**src/rtl/pipe_inst_issuer_if.sv**
```systemverilog
// Host, read-back and pipeline-side signals of the instruction issuer.
// master = host/pipeline environment, slave = issuer.
interface pipe_inst_issuer_if #(
    parameter int unsigned DEPTH = 4
);
    localparam int unsigned CntW = $clog2(DEPTH) + 1;

    logic            in_valid;
    logic [7:0]      in_inst;
    logic            in_ready;
    logic [7:0]      inst;
    logic            rd_req_valid;
    logic [1:0]      rd_req_reg;
    logic            rd_req_ready;
    logic            rd_rsp_valid;
    logic [7:0]      rd_rsp_data;
    logic [1:0]      dummy_read_rf;
    logic [7:0]      dummy_rf_data;
    logic [CntW-1:0] fifo_count;

    modport master (
        output in_valid, in_inst, rd_req_valid, rd_req_reg, dummy_rf_data,
        input  in_ready, inst, rd_req_ready, rd_rsp_valid, rd_rsp_data, dummy_read_rf,
               fifo_count
    );

    modport slave (
        input  in_valid, in_inst, rd_req_valid, rd_req_reg, dummy_rf_data,
        output in_ready, inst, rd_req_ready, rd_rsp_valid, rd_rsp_data, dummy_read_rf,
               fifo_count
    );
endinterface

```
**src/rtl/pipe_inst_issuer.sv**
```systemverilog
// Instruction FIFO feeding the add/sub/and pipeline one instruction per cycle, plus a
// register read-back path fenced behind all previously issued writes.
module pipe_inst_issuer #(
    parameter int unsigned DEPTH = 4
) (
    input logic                clk,
    input logic                rst,
    pipe_inst_issuer_if.slave  bus
);
    localparam int unsigned PtrW = $clog2(DEPTH);
    localparam int unsigned CntW = PtrW + 1;

    typedef enum logic [1:0] {
        StIdle,
        StWait,
        StRead,
        StResp
    } state_e;

    logic [7:0]      mem_q [DEPTH];
    logic [PtrW-1:0] wr_ptr_q, wr_ptr_d;
    logic [PtrW-1:0] rd_ptr_q, rd_ptr_d;
    logic [CntW-1:0] count_q, count_d;
    logic [7:0]      inst_q, inst_d;
    logic [2:0]      drain_cnt_q, drain_cnt_d;
    state_e          state_q, state_d;
    logic [1:0]      sel_q, sel_d;
    logic [7:0]      rsp_data_q, rsp_data_d;
    logic            push, pop;

    assign bus.in_ready      = (count_q < CntW'(DEPTH)) && (state_q == StIdle);
    assign bus.inst          = inst_q;
    assign bus.rd_req_ready  = (state_q == StIdle);
    assign bus.rd_rsp_valid  = (state_q == StResp);
    assign bus.rd_rsp_data   = rsp_data_q;
    assign bus.dummy_read_rf = sel_q;
    assign bus.fifo_count    = count_q;

    assign push = bus.in_valid && bus.in_ready;
    assign pop  = (count_q != '0);

    always_comb begin
        wr_ptr_d = wr_ptr_q;
        rd_ptr_d = rd_ptr_q;
        count_d  = count_q;
        if (push) wr_ptr_d = wr_ptr_q + PtrW'(1);
        if (pop)  rd_ptr_d = rd_ptr_q + PtrW'(1);
        unique case ({push, pop})
            2'b10:   count_d = count_q + CntW'(1);
            2'b01:   count_d = count_q - CntW'(1);
            default: count_d = count_q;
        endcase

        inst_d = pop ? mem_q[rd_ptr_q] : 8'h00;

        // Four edges cover ID->EX, EX result, EX->WB and the RF write.
        if (inst_d[7:6] != 2'b00) begin
            drain_cnt_d = 3'd4;
        end else if (drain_cnt_q != 3'd0) begin
            drain_cnt_d = drain_cnt_q - 3'd1;
        end else begin
            drain_cnt_d = 3'd0;
        end
    end

    always_comb begin
        state_d    = state_q;
        sel_d      = sel_q;
        rsp_data_d = rsp_data_q;
        unique case (state_q)
            StIdle: begin
                if (bus.rd_req_valid) begin
                    sel_d   = bus.rd_req_reg;
                    state_d = StWait;
                end
            end
            StWait: begin
                // Judged on post-edge values so READ starts the cycle the last write lands.
                if (count_d == '0 && inst_d == 8'h00 && drain_cnt_d == 3'd0) begin
                    state_d = StRead;
                end
            end
            StRead: begin
                rsp_data_d = bus.dummy_rf_data;
                state_d    = StResp;
            end
            StResp: begin
                state_d = StIdle;
            end
            default: state_d = StIdle;
        endcase
    end

    always_ff @(posedge clk) begin
        if (push) mem_q[wr_ptr_q] <= bus.in_inst;
    end

    always_ff @(posedge clk or posedge rst) begin
        if (rst) begin
            wr_ptr_q    <= '0;
            rd_ptr_q    <= '0;
            count_q     <= '0;
            inst_q      <= 8'h00;
            drain_cnt_q <= 3'd0;
            state_q     <= StIdle;
            sel_q       <= 2'd0;
            rsp_data_q  <= 8'h00;
        end else begin
            wr_ptr_q    <= wr_ptr_d;
            rd_ptr_q    <= rd_ptr_d;
            count_q     <= count_d;
            inst_q      <= inst_d;
            drain_cnt_q <= drain_cnt_d;
            state_q     <= state_d;
            sel_q       <= sel_d;
            rsp_data_q  <= rsp_data_d;
        end
    end
endmodule

```
**src/flat_wrapper.sv**
```systemverilog
// flat-port wrapper written by rule: the top's interface ports become plain ports
module pipe_inst_issuer_flat 
#(
    parameter int unsigned DEPTH = 4
)
  (clk, rst, bus_in_valid, bus_in_inst, bus_rd_req_valid, bus_rd_req_reg, bus_dummy_rf_data, bus_in_ready, bus_inst, bus_rd_req_ready, bus_rd_rsp_valid, bus_rd_rsp_data, bus_dummy_read_rf, bus_fifo_count);
  pipe_inst_issuer_if #(.DEPTH(DEPTH)) bus_i ();
  input logic clk;
  input logic rst;
  input wire logic [$bits(bus_i.in_valid)-1:0] bus_in_valid;
  input wire logic [$bits(bus_i.in_inst)-1:0] bus_in_inst;
  input wire logic [$bits(bus_i.rd_req_valid)-1:0] bus_rd_req_valid;
  input wire logic [$bits(bus_i.rd_req_reg)-1:0] bus_rd_req_reg;
  input wire logic [$bits(bus_i.dummy_rf_data)-1:0] bus_dummy_rf_data;
  output wire logic [$bits(bus_i.in_ready)-1:0] bus_in_ready;
  output wire logic [$bits(bus_i.inst)-1:0] bus_inst;
  output wire logic [$bits(bus_i.rd_req_ready)-1:0] bus_rd_req_ready;
  output wire logic [$bits(bus_i.rd_rsp_valid)-1:0] bus_rd_rsp_valid;
  output wire logic [$bits(bus_i.rd_rsp_data)-1:0] bus_rd_rsp_data;
  output wire logic [$bits(bus_i.dummy_read_rf)-1:0] bus_dummy_read_rf;
  output wire logic [$bits(bus_i.fifo_count)-1:0] bus_fifo_count;
  assign bus_i.in_valid = bus_in_valid;
  assign bus_i.in_inst = bus_in_inst;
  assign bus_i.rd_req_valid = bus_rd_req_valid;
  assign bus_i.rd_req_reg = bus_rd_req_reg;
  assign bus_i.dummy_rf_data = bus_dummy_rf_data;
  assign bus_in_ready = bus_i.in_ready;
  assign bus_inst = bus_i.inst;
  assign bus_rd_req_ready = bus_i.rd_req_ready;
  assign bus_rd_rsp_valid = bus_i.rd_rsp_valid;
  assign bus_rd_rsp_data = bus_i.rd_rsp_data;
  assign bus_dummy_read_rf = bus_i.dummy_read_rf;
  assign bus_fifo_count = bus_i.fifo_count;
  pipe_inst_issuer #(.DEPTH(DEPTH)) u_core (.clk(clk), .rst(rst), .bus(bus_i));
endmodule
```
**config.mk**
```make
export PLATFORM = sky130hd
export DESIGN_NAME = pipe_inst_issuer_flat
export DESIGN_NICKNAME = d
export VERILOG_FILES = /design/src/rtl/pipe_inst_issuer_if.sv /design/src/rtl/pipe_inst_issuer.sv /design/src/flat_wrapper.sv
export SDC_FILE = /design/constraint.sdc
export NUM_CORES = 1
export LEC_CHECK = 0
export ABC_AREA = 1
export BUFFER_PORTS_ARGS = -buffer_cell sky130_fd_sc_hd__buf_4
export CAP_MARGIN = 20
export CORE_ASPECT_RATIO = 0.9
export CORE_UTILIZATION = 50
export CTS_CLUSTER_DIAMETER = 150
export CTS_CLUSTER_SIZE = 10
export DETAILED_ROUTE_END_ITERATION = 8
export PLACE_DENSITY = 0.76
export SETUP_SLACK_MARGIN = 0.15
export SLEW_MARGIN = 15
export SYNTH_ARGS = -nofsm -noshare
export SYNTH_HDL_FRONTEND = slang
export SYNTH_SLANG_ARGS = --single-unit
```
**constraint.sdc**
```tcl
create_clock -name clk -period 3.8 [get_ports clk]
set_clock_uncertainty 0.1 [all_clocks]
set_input_delay 0.95 -clock clk [delete_from_list [all_inputs] [get_ports clk]]
set_output_delay 0.95 -clock clk [all_outputs]
set_load 0.03 [all_outputs]
```
Word-level counts from Yosys, hierarchy flattened
Memory sizes are Yosys's and may differ from the RTL's.
Cells that the tools add are included.
- register bits after elaboration: 30
- RAM bits: 32
- logic and storage cells: 44
- memories kept: 1
- memories (name ; words ; bits a word ; rd ports ; clocked after Yosys merged registers in ; write ports ; RTL line ; source):
    u_core.mem_q ; 4 ; 8 ; 1 ; 0 ; 1 ; pipe_inst_issuer.sv:20 ; logic [7:0] mem_q [DEPTH];
- add/sub/neg operators: 5
- magnitude comparators: 1
- equal/unequal tests: 7
- multiplexer cells: 9
- reduce and logical (&&, ||, !) cells: 13
- operators with widths (kind ; number):
    $logic_not 8->1 ; 1
    $mux 8 ; 1
    $pmux 2 s4 ; 1
    $eq 2x2->1 const B ; 3
    $logic_not 3->1 ; 2
    $mux 3 ; 2
    $pmux 3 s2 ; 1
    $reduce_bool 3->1 ; 2
    $sub 3x1->3 const B ; 2
    $add 2x1->2 const B ; 2
    $eq 2x1->1 const B ; 2
    $logic_and 1x1->1 ; 4
    $mux 2 ; 2
    $reduce_and 2->1 ; 2
    $add 3x1->3 const B ; 1
    $lt 3x3->1 const B ; 1
    $logic_not 2->1 ; 1
    $mux 1 ; 2
    $ne 2x1->1 const B ; 1
    $ne 2x2->1 const B ; 1
    $reduce_bool 2->1 ; 1

Logic depth before layout (Yosys ltp)
Gate-level depths: netlist of run 1.
- word-level depth: 10
- gate-level depth with buffers: 21
- mapped depth without buffers: 21

Worst setup path after synthesis of run 1
Ideal clock, no wire load.
- path kind: register to register
- start: register u_core.state_q[0]
- end: register u_core.state_q[1]
- arrival time: 2.958 ns
- data required time: 3.583 ns
- path slack: 0.625 ns
- cell stages (with the launch flop): 19
- clock period less this slack: 3.175 ns
- cells stage by stage: dfrtp_1 inv_1 ha_1 inv_1 nor2_1 nand2_1 ha_1 inv_1 fa_1 nand2_1 nand2_1 nand3_1 nor2_1 nand2_1 nor2_1 nand3_1 nand2_2 nand3_1 nand2_1
- word-level cells in the longest chain between the ends: 10
- elaborated cells on any way between the ends: 16
- those cells by class: eq/ne: 7; mux: 2; reduce/logical: 7
- RTL lines (element ; RTL line ; source):
    start, declared ; pipe_inst_issuer.sv:26 ; state_e state_q, state_d;
    start signal, assigned ; pipe_inst_issuer.sv:105 ; state_q <= StIdle;
    start signal, assigned ; pipe_inst_issuer.sv:114 ; state_q <= state_d;
    $logic_not 2->1 (*) ; - ;
    via bus_rd_req_ready ; flat_wrapper.sv:17 ; output wire logic [$bits(bus_i.rd_req_ready)-1:0] bus_rd_req_ready;
    $logic_and 1x1->1 (*) ; pipe_inst_issuer.sv:31 ; assign bus.in_ready = (count_q < CntW'(DEPTH)) && (state_q == StIdle);
    via bus_in_ready ; flat_wrapper.sv:15 ; output wire logic [$bits(bus_i.in_ready)-1:0] bus_in_ready;
    $logic_and 1x1->1 (*) ; pipe_inst_issuer.sv:39 ; assign push = bus.in_valid && bus.in_ready;
    $eq 2x1->1 / $eq 2x2->1 (equally long branches) ; pipe_inst_issuer.sv:48 ; unique case ({push, pop})
    $pmux 3 s2 (*) ; pipe_inst_issuer.sv:48 ;
    $logic_not 3->1 (*) ; pipe_inst_issuer.sv:79 ; if (count_d == '0 && inst_d == 8'h00 && drain_cnt_d == 3'd0) begin
    $logic_and 1x1->1 (*) (2 in series) ; pipe_inst_issuer.sv:79 ;
    $ne 2x1->1 (no line) (*) ; - ;
    $reduce_and 2->1 (no line) (*) ; - ;
The timed path passes the listed nets; every way through them passes the cells marked *.
A chain may end at the register's enable or synchronous reset.

Worst setup path in the final report of run 1
- start: register u_core.state_q[0]
- end: register u_core.state_q[0]
- word-level cells in the longest chain between the ends: 10
- elaborated cells on any way between the ends: 16
- those cells by class: eq/ne: 7; mux: 2; reduce/logical: 7
- RTL lines (element ; RTL line):
    $logic_not 2->1 ; pipe_inst_issuer.sv:31, pipe_inst_issuer.sv:70
    $logic_and 1x1->1 ; pipe_inst_issuer.sv:31
    $logic_and 1x1->1 ; pipe_inst_issuer.sv:39
    $eq 2x1->1 / $eq 2x2->1 (equally long branches) ; pipe_inst_issuer.sv:48
    $pmux 3 s2 ; pipe_inst_issuer.sv:48
    $logic_not 3->1 ; pipe_inst_issuer.sv:79
    $logic_and 1x1->1 (2 in series) ; pipe_inst_issuer.sv:79
    $ne 2x1->1 (no line) ; -
    $reduce_and 2->1 (no line) ; -
Parallel ways exist; a longest one is shown, timed or not.

==> impl_metrics.json, run 1 <==
{
  "slew_viol_final": 0,
  "htreeDepth": 3,
  "critPathCaptureType": "register",
  "die_y_um": 72.7,
  "status": "finished clean",
  "fmax_mhz": 358,
  "ys.flop_type": "edfxtp_1",
  "gp_congestion": 0.793,
  "ant_nets": 0,
  "critPathRequiredTime_ns": 3.93,
  "synth_common_cells": "nand2_1 (76), inv_1 (57), edfxtp_1 (32)",
  "worstMarginPinSlew_ns": 0.921,
  "critical_path_arrival_ns": 2.92,
  "finalNetCount": 355,
  "io_buffers": 45,
  "hpwl_mm": 3.32,
  "grt_antenna_before_repair": 0,
  "criticalPathCategory": "register to register",
  "finalHoldViolations": 0,
  "finalCritPeriodShare": 0.735,
  "cts.sinks": 62,
  "dieArea_sq_um": 5860,
  "cts_buffer_depth": 2,
  "setup_viol": 0,
  "cp_slowest_cell": "fa_1",
  "tritoncts": "done",
  "layout-drive-gt1-share": 0.246,
  "path_clk_slew_ns": 0.07,
  "start_kind": "register",
  "start_util": 0.523,
  "first_iter_violations": 79,
  "vias": 1819,
  "maxCapViolCount": 0,
  "hold_buffers": 0,
  "grt-ovfl-total": 0,
  "drc_errors": 0,
  "grt_setup_unrepaired": "false",
  "place_inst": 376,
  "cts_resized": 0,
  "grt_pass1_vias": 1618,
  "yosysTopAreaCellShare": 0.346,
  "coreArea_sq_um": 5320,
  "firstDrtPassIters": 4,
  "grt_max_degree": 31,
  "synth_nets": 305,
  "maxSlewHeadroom": 0.384,
  "slowest_delay_ns": 0.47,
  "tns_ns": 0,
  "ir_worst_vdd_mv": 0.422,
  "numCtsBuffers": 9,
  "wl_mm": 4.78,
  "grt_pass1_wl_mm": 7.50,
  "wl_per_cell_um": 12.2,
  "via_per_inst": 4.64,
  "clk_root_buffer_cell": "clkbuf_8",
  "synth.distinct_cells": 21,
  "synthesis.area_sq_um": 2780,
  "diodes": 0,
  "reg2reg_slack_ns": 1.01,
  "synthArstFlopShare": 0.484,
  "crit_top_cell": "nand2_1",
  "synth_most_common_cell": "nand2_1",
  "instances_no_fill": 392,
  "insertion_delay_ns": 0.33,
  "rows": 25,
  "crit_chain": "inv_1 -> ha_1 -> inv_1 -> nor2_1 -> nand2_1 -> ha_1 -> inv_1 -> fa_1 -> nand2_1 -> nand2_1 -> nand3_1 -> nor2_1 -> nand2_1 -> nor2_1 -> nand3_1 -> nand2_2 -> nand2_2 -> nand2_1 -> nand2_1",
  "postCtsSetupBuffers": 0,
  "path_max_fanout": 8,
  "min_period_ns": 2.79,
  "fillers": 417,
  "area_growth_pct": 19.7,
  "die_x_um": 80.6,
  "synth_cells": 270,
  "synth_area_leaders": "edfxtp_1 (35%), dfrtp_1 (27%), nand2_1 (10%), inv_1 (7.7%), ha_1 (5.4%)",
  "num_io_pins": 46,
  "synth_enable_flop_cells": 32,
  "yosys_warnings": 0,
  "p_leak_uw": 0.00168,
  "grt_use_total": 0.182,
  "syn_area_per_cell_sq_um": 10.3,
  "min_path_type": "register to register",
  "powerDensity_nw_per_um2": 846,
  "ys_seq_elements": 62,
  "yosys.area.top_type": "edfxtp_1",
  "synth_seq_area_share": 0.616
}
[cells by family after synthesis]
kind of cell | after synthesis | synth area share
adder cells (fa/ha/maj) | 13 | 0.0612
AO/OA/AOI/OAI | 2 | 0.00360
AND/OR/NAND/NOR | 115 | 0.170
multiplexers | 10 | 0.0405
flip-flops | 62 | 0.616
buffers and inverters | 65 | 0.0995
XOR/XNOR | 3 | 0.00945
[layer usage]
metal  global-route usage  part of all wire  up-vias
li1                     -                 -      924
met1                0.217              0.44      843
met2                0.299              0.50       45
met3               0.0675             0.045        7
met4               0.0714             0.018        0
met5                    0                 0        -
[sequential cells by signal, indices dropped and copies added, names as in the netlist]
name and count:
u_core.mem_q 32, u_core.bus.inst 8, u_core.bus.rd_rsp_data 8, u_core.bus.fifo_count 3
u_core.drain_cnt_q 3, u_core.bus.dummy_read_rf 2, u_core.rd_ptr_q 2, u_core.state_q 2
u_core.wr_ptr_q 2
[layout by cell type, fill, tap and decap left out, drive strengths merged]
cell / instances
clkbuf: 9
inv: 59
mux2: 10
clkinv: 2
nand2: 79
o21ai: 1
clkinvlp: 5
edfxtp: 32
a21oi: 1
ha: 12
nor2: 13
nand3: 19
or2: 3
buf: 45
nand4: 1
fa: 1
xor2: 3
dfrtp: 30
[per-stage QoR]
stage	setup WS [ns]	power [uW]	hold slack, ns	utilization	cell area, sq um
2_1_floorplan	0.625	1980	0.389	-	2780
3_3_place_gp	0.861	2310	0.391	0.593	3150
4_1_cts	1.01	2840	0.414	0.626	3330
3_5_place_dp	0.799	2350	0.400	0.593	3150
6_report	1.01	2810	0.409	0.626	3330
5_1_grt	0.761	3030	0.422	0.626	3330
[worst paths after layout]
| path | startpoint | endpoint | cells past startpoint |
|---|---|---|---|
| max | u_core.state_q[0] | u_core.state_q[0] | 19 |
| min | u_core.bus.rd_rsp_data[6] | u_core.bus.rd_rsp_data[6] | 1 |
| max reg2reg | u_core.state_q[0] | u_core.state_q[0] | 19 |
| min reg2reg | u_core.bus.rd_rsp_data[6] | u_core.bus.rd_rsp_data[6] | 1 |
| max in group asynchronous | rst | u_core.bus.rd_rsp_data[6] | 2 |
| min in group asynchronous | rst | u_core.drain_cnt_q[2] | 2 |
[layout make-up]
cell class,instances,area (sq um),area share
inverters,59,226,0.0681
multi-input cells,143,792,0.238
well taps,67,83.8,0.0252
repair buffers,45,338,0.102
clock buffers,9,124,0.0372
clock inverters,7,51.3,0.0154
flip-flops and latches,62,1710,0.514
[power breakdown]
group | total [uW] | switching (uW) | internal [uW] | leakage (uW)
clock network | 492 | 257 | 235 | 0.0000735
registers | 1040 | 138 | 905 | 0.000645
logic | 1280 | 804 | 475 | 0.000964
[worst max-delay path: cells and delay by family (launching register included)]
kind / cells / cell delay (ns)
flip-flops: 1 / 0.40
adder cells (fa/ha/maj): 3 / 0.92
AND/OR/NAND/NOR: 13 / 1.02
buffers and inverters: 3 / 0.24
Note: power is estimated with default switching activity, not from simulation.
==> inputs of run 2 (changes only) <==
--- a/config.mk
+++ b/config.mk
@@ -13,7 +13,7 @@
 export CTS_CLUSTER_DIAMETER = 150
 export CTS_CLUSTER_SIZE = 10
 export DETAILED_ROUTE_END_ITERATION = 8
-export PLACE_DENSITY = 0.76
+export PLACE_DENSITY = 0.79
 export SETUP_SLACK_MARGIN = 0.15
 export SLEW_MARGIN = 15
 export SYNTH_ARGS = -nofsm -noshare
==> constraint.sdc (replaced) <==
create_clock -name clk -period 2.4 [get_ports clk]
set_clock_uncertainty 0.1 [all_clocks]
set_input_delay 0.6 -clock clk [delete_from_list [all_inputs] [get_ports clk]]
set_output_delay 0.6 -clock clk [all_outputs]
set_load 0.03 [all_outputs]
==> run 2 against run 1 <==
  * The flow now finishes with violations (negative setup slack)
  * Sequential cell count unchanged
  * Count of clock-buffer cells in the layout increased by 5
  * Highest routed layer unchanged
  * Sequential share of layout area decreased by 3.7 points
  * Final area increased by 7.8%
==> impl_metrics.json, run 2 (synthesized netlist as in run 1, its figures left out) <==
{
  "insertion_delay_ns": 0.34,
  "path_clk_slew_ns": 0.06,
  "area_growth_pct": 29.0,
  "worstMarginPinSlew_ns": 0.586,
  "p_int_uw": 3070,
  "layout_commonest_cell": "nand2_1",
  "wl_per_cell_um": 13.0,
  "dieArea_sq_um": 5860,
  "fmax_mhz": 414,
  "seqPwrFrac": 0.320,
  "violations": "negative setup slack",
  "drc_errors": 0,
  "finalNetCount": 379,
  "grt_use_total": 0.199,
  "critPathCaptureType": "register",
  "largest_register": "u_core.mem_q",
  "rows": 25,
  "clk_root_buffer_cell": "clkbuf_8",
  "p_leak_uw": 0.00183,
  "numCtsBuffers": 9,
  "cts_buffer_depth": 2,
  "critical_path_arrival_ns": 2.54,
  "finalHoldViolations": 0,
  "power.net_switching_uw": 2080,
  "critPathLaunch": "u_core.state_q[0]",
  "cts.sinks": 62,
  "first_iter_violations": 145,
  "final_util": 0.675,
  "wl_mm": 5.42,
  "setup_viol": 2,
  "layout-drive-gt1-share": 0.324,
  "maxCapViolCount": 0,
  "io_buffers": 45,
  "hpwl_mm": 3.55,
  "setup_slack_ns": -0.0152,
  "grt_max_degree": 31,
  "grt-ovfl-total": 0,
  "power_frac_comb": 0.505,
  "fillers": 400,
  "timing.rr.start": "u_core.state_q[0]",
  "die_x_um": 80.6,
  "min_path_type": "primary input to asynchronous set/reset pin",
  "grt_antenna_before_repair": 0,
  "maxSlewHeadroom": 0.609,
  "htreeDepth": 3,
  "grt_setup_unrepaired": "true",
  "num_io_pins": 46,
  "status": "complete, but fails checks",
  "grt_pass1_wl_mm": 8.34,
  "firstDrtPassIters": 4,
  "coreArea_sq_um": 5320,
  "vias": 1981,
  "die_y_um": 72.7,
  "criticalPathCategory": "register to register",
  "ant_nets": 0,
  "gp_congestion": 0.796,
  "min_period_ns": 2.42,
  "ir_worst_vdd_mv": 0.836,
  "clkPwrFrac": 0.175,
  "tritoncts": "done",
  "largest_register_ffs": 32,
  "via_per_inst": 4.76,
  "powerDensity_nw_per_um2": 1430,
  "grt_pass1_vias": 1948,
  "whs_ns": 0.234,
  "finalCritPeriodShare": 1.01,
  "diodes": 0,
  "critPathRequiredTime_ns": 2.53,
  "slew_viol_final": 0,
  "start_kind": "register",
  "swShare": 0.404,
  "start_util": 0.523,
  "layout_common_cells": "nand2_1 (75), buf_4 (68), inv_1 (52), edfxtp_1 (32), dfrtp_1 (28)",
  "path_max_fanout": 3
}
==> run 2: cell types whose count changed in the layout (fill, tap and decap cells not counted), moves of 2 or more <==
cell,before,now
dfrtp_1,30,28
dfrtp_2,0,2
clkbuf_8,9,12
ha_4,0,2
inv_2,2,5
buf_4,45,68
ha_1,12,10
inv_1,56,52
clkinvlp_4,5,1
==> run 2: routing by layer <==
| metal | wire length (um) | part of all wire | up-vias | GRT usage |
|---|---|---|---|---|
| li1 | - | - | 970 | - |
| met1 | 2170 | 0.40 | 939 | 0.223 |
| met2 | 2870 | 0.53 | 66 | 0.330 |
| met3 | 317 | 0.059 | 6 | 0.0763 |
| met4 | 65 | 0.012 | 0 | 0.105 |
| met5 | 0 | 0 | - | 0 |
==> run 2: final cells by class <==
class / count / area, sq um / share of cell area
flip-flops and latches: 62 / 1710 / 0.478
multi-input cells: 143 / 832 / 0.232
repair buffers: 69 / 522 / 0.145
inverters: 59 / 229 / 0.0638
clock buffers: 14 / 194 / 0.0541
well taps: 67 / 83.8 / 0.0234
clock inverters: 2 / 12.5 / 0.00349
==> run 2: what timing repair did <==
item | CTS | global route
setup endpoints to repair | 2 | 3
hold buffers | 0 | 0
resized for setup | 0 | 3
pin swaps | 1 | 2
gates cloned | 0 | 0
buffers inserted | 9 | 4
==> run 2: path summary, 6_finish.rpt <==
path | to | slack [ns] | cells past startpoint
worst max-delay path | u_core.state_q[1] | -0.02 | 19
worst min-delay path | u_core.drain_cnt_q[0] | 0.23 | 3
worst max register to register | u_core.state_q[1] | -0.02 | 19
worst min register to register | u_core.bus.dummy_read_rf[0] | 0.41 | 1
max in group asynchronous | u_core.bus.fifo_count[2] | 1.66 | 3
min in group clk | u_core.mem_q[1][1] | 0.36 | 1
==> run 2: power by group through the flow <==
stage | registers (uW) | logic [uW] | clock network [uW]
final | 1640 | 2600 | 902
after global routing | 1680 | 2830 | 957
after CTS | 1640 | 2460 | 914
after detailed placement | 1670 | 2230 | 0
after global placement | 1650 | 2150 | 0
after floorplan | 1950 | 1270 | 0
==> run 2: metrics by stage <==
stage	area, sq um	setup TNS, ns	total power (uW)	instances	worst slack, ns
2_1_floorplan	2820	-0.143	3220	270	-0.0716
3_3_place_gp	3280	0	3810	387	0.0403
3_5_place_dp	3280	-0.0287	3900	387	-0.0149
4_1_cts	3550	0	5020	412	0.0209
5_1_grt	3590	-0.231	5470	416	-0.127
6_report	3590	-0.0155	5140	416	-0.0152
==> run 2: worst max-delay path, cell delays in order, from the launching register on <==
cell and delay (ns):
dfrtp_1 0.36, inv_2 0.06, ha_4 0.16, inv_4 0.05, nor2_4 0.04, nand2_4 0.08
ha_4 0.14, inv_2 0.04, fa_1 0.47, nand2_1 0.05, nand2_1 0.07, nand3_1 0.06
nor2_1 0.09, nand2_1 0.06, nor2_1 0.10, nand3_1 0.09, nand2_2 0.10, nand2_2 0.06
nand2_1 0.06, nand2_1 0.05
==> inputs of run 3 (changes only) <==
==> constraint.sdc (replaced) <==
create_clock -name clk -period 2.06 [get_ports clk]
set_clock_uncertainty 0.1 [all_clocks]
set_input_delay 0.515 -clock clk [delete_from_list [all_inputs] [get_ports clk]]
set_output_delay 0.515 -clock clk [all_outputs]
set_load 0.03 [all_outputs]
==> run 3 against run 2 <==
  * The flow still finishes with violations (negative setup slack)
  * Non-clock buffer count up 2
  * Sequential power grew 13%
  * Fmax is 1.1% lower
  * Register-to-register slack got worse by 0.37 ns
  * Final area up 0.94%
  * Sequential cell count stayed put
  * Critical path type unchanged
  * Largest power group unchanged
==> impl_metrics.json, run 3 (synthesized netlist as in run 1, its figures left out) <==
{
  "coreArea_sq_um": 5320,
  "die_x_um": 80.6,
  "htreeDepth": 3,
  "grt_antenna_before_repair": 0,
  "largest_register": "u_core.mem_q",
  "timing.rr.start": "u_core.state_q[1]",
  "start_kind": "register",
  "min_period_ns": 2.44,
  "r2r_end": "u_core.state_q[1]",
  "fmax_mhz": 410,
  "place_inst": 394,
  "ir_worst_vdd_mv": 1.09,
  "r2r.worst_path.cells": 19,
  "grt_pass1_wl_mm": 8.91,
  "first_iter_violations": 108,
  "diodes": 0,
  "placed_area_sq_um": 3340,
  "crit_cells": 19,
  "grt_pass1_vias": 1965,
  "instances_no_fill": 418,
  "num_io_pins": 46,
  "wl_mm": 5.70,
  "vias": 2043,
  "clk_root_buffer_cell": "clkbuf_8",
  "setup_viol": 3,
  "critPathCaptureType": "register",
  "slew_viol_final": 0,
  "grt-ovfl-total": 0,
  "largest_register_ffs": 32,
  "cp.buffers_inverters": 3,
  "insertion_delay_ns": 0.34,
  "grt_setup_unrepaired": "true",
  "grt_max_degree": 31,
  "via_per_inst": 4.89,
  "p_leak_uw": 0.00184,
  "layout-drive-gt1-share": 0.339,
  "grt_use_total": 0.212,
  "layout_commonest_cell": "nand2_1",
  "cts_buffer_depth": 2,
  "maxSlewHeadroom": 0.735,
  "finalNetCount": 381,
  "area_growth_pct": 30.2,
  "crit_top_cell": "nand2_1",
  "start_util": 0.523,
  "criticalPathCategory": "register to register",
  "status": "complete, but fails checks",
  "wl_per_cell_um": 13.6,
  "gp_congestion": 0.796,
  "slowest_delay_ns": 0.49,
  "crit_chain": "inv_2 -> ha_4 -> inv_4 -> nor2_4 -> nand2_4 -> ha_4 -> inv_2 -> fa_1 -> nand2_1 -> nand2_2 -> nand3_2 -> nor2_2 -> nand2_1 -> nor2_1 -> nand3_1 -> nand2_2 -> nand2_2 -> nand2_1 -> nand2_1",
  "setup_slack_ns": -0.382,
  "hold_buffers": 0,
  "dieArea_sq_um": 5860,
  "final_area_sq_um": 3620,
  "layout_common_cells": "nand2_1 (74), buf_4 (66), inv_1 (52), edfxtp_1 (32), dfrtp_1 (28)",
  "numCtsBuffers": 9,
  "drc_errors": 0,
  "firstDrtPassIters": 4,
  "critPathRequiredTime_ns": 2.18,
  "die_y_um": 72.7,
  "min_path_type": "primary input to asynchronous set/reset pin",
  "cp_top_family": "simple AND/OR/NAND/NOR gates",
  "critPathLaunch": "u_core.state_q[1]",
  "cts.sinks": 62,
  "path_max_fanout": 3,
  "crit_path_end": "u_core.state_q[1]",
  "tritoncts": "done",
  "rows": 25,
  "io_buffers": 45,
  "reg2reg_slack_ns": -0.38,
  "maxCapViolCount": 0,
  "finalHoldViolations": 0,
  "hpwl_mm": 3.73,
  "cp_slowest_cell": "fa_1",
  "powerDensity_nw_per_um2": 1690,
  "finalCritPeriodShare": 1.19,
  "critical_path_arrival_ns": 2.56,
  "violations": "negative setup slack",
  "worstMarginPinSlew_ns": 0.398,
  "ant_nets": 0,
  "path_clk_slew_ns": 0.07
}
[run 3: cell count changes in the layout (fill, tap and decap cells not counted), sizes merged]
cell,change
clkinv,+4
buf,+2
clkbuf,-5
bufinv,+1
[run 3: how the worst min path moves through the flow]
stage	from	to	slack [ns]	depth (start not counted)
final	rst	u_core.drain_cnt_q[0]	0.15	3
after global routing	rst	u_core.drain_cnt_q[0]	0.18	3
after CTS	rst	u_core.bus.inst[6]	0.16	3
after detailed placement	u_core.bus.dummy_read_rf[0]	u_core.bus.dummy_read_rf[0]	0.39	1
after global placement	u_core.bus.rd_rsp_data[3]	u_core.bus.rd_rsp_data[3]	0.39	1
after floorplan	u_core.state_q[1]	u_core.state_q[1]	0.41	2
[run 3: routing by layer]
metal / vias to the layer above / track usage / wire length [um] / part of all wire
li1: 975 / - / - / -
met4: 0 / 0.139 / 163 / 0.029
met2: 60 / 0.353 / 2930 / 0.51
met3: 14 / 0.0500 / 301 / 0.053
met1: 994 / 0.246 / 2310 / 0.41
met5: - / 0 / 0 / 0
[run 3: worst reg2reg max path: cells and delay by family, from the launching register on]
family	cells	cell delay, ns
flip-flops	1	0.37
adder cells (fa/ha/maj)	3	0.79
AND/OR/NAND/NOR	13	0.92
buffers and inverters	3	0.15
[run 3: final cells by class]
class | count | area [sq um]
inverter | 59 | 229
timing repair buffer | 71 | 561
fill | 362 | 1700
clock inverter | 7 | 65.1
sequential | 62 | 1710
tap | 67 | 83.8
multi-input combinational | 143 | 845
clock buffer | 9 | 124
[run 3: per-stage QoR]
stage          setup WS [ns]  hold WS (ns)  utilization  total power [uW]  setup TNS, ns
3_3_place_gp          -0.242         0.390        0.628              4570         -0.481
2_1_floorplan         -0.412         0.407            -              3750         -0.823
3_5_place_dp          -0.320         0.395        0.628              4670         -0.639
4_1_cts               -0.321         0.160        0.675              6000         -0.786
5_1_grt               -0.538         0.182        0.681              6490          -1.34
6_report              -0.382         0.151        0.681              6130         -0.951
[run 3: where the power goes]
group	leakage (uW)	switching [uW]	internal, uW	total [uW]
logic	0.00110	1850	1400	3250
registers	0.000643	176	1670	1850
clock network	0.0000964	476	549	1030
total	0.00184	2500	3620	6130
[run 3: repair_timing]
action,4_1_cts,5_1_grt
resized for setup,5,5
pin swaps,6,5
endpoints found under the setup margin,3,5
setup buffers,6,2
endpoints found under the hold margin,0,0
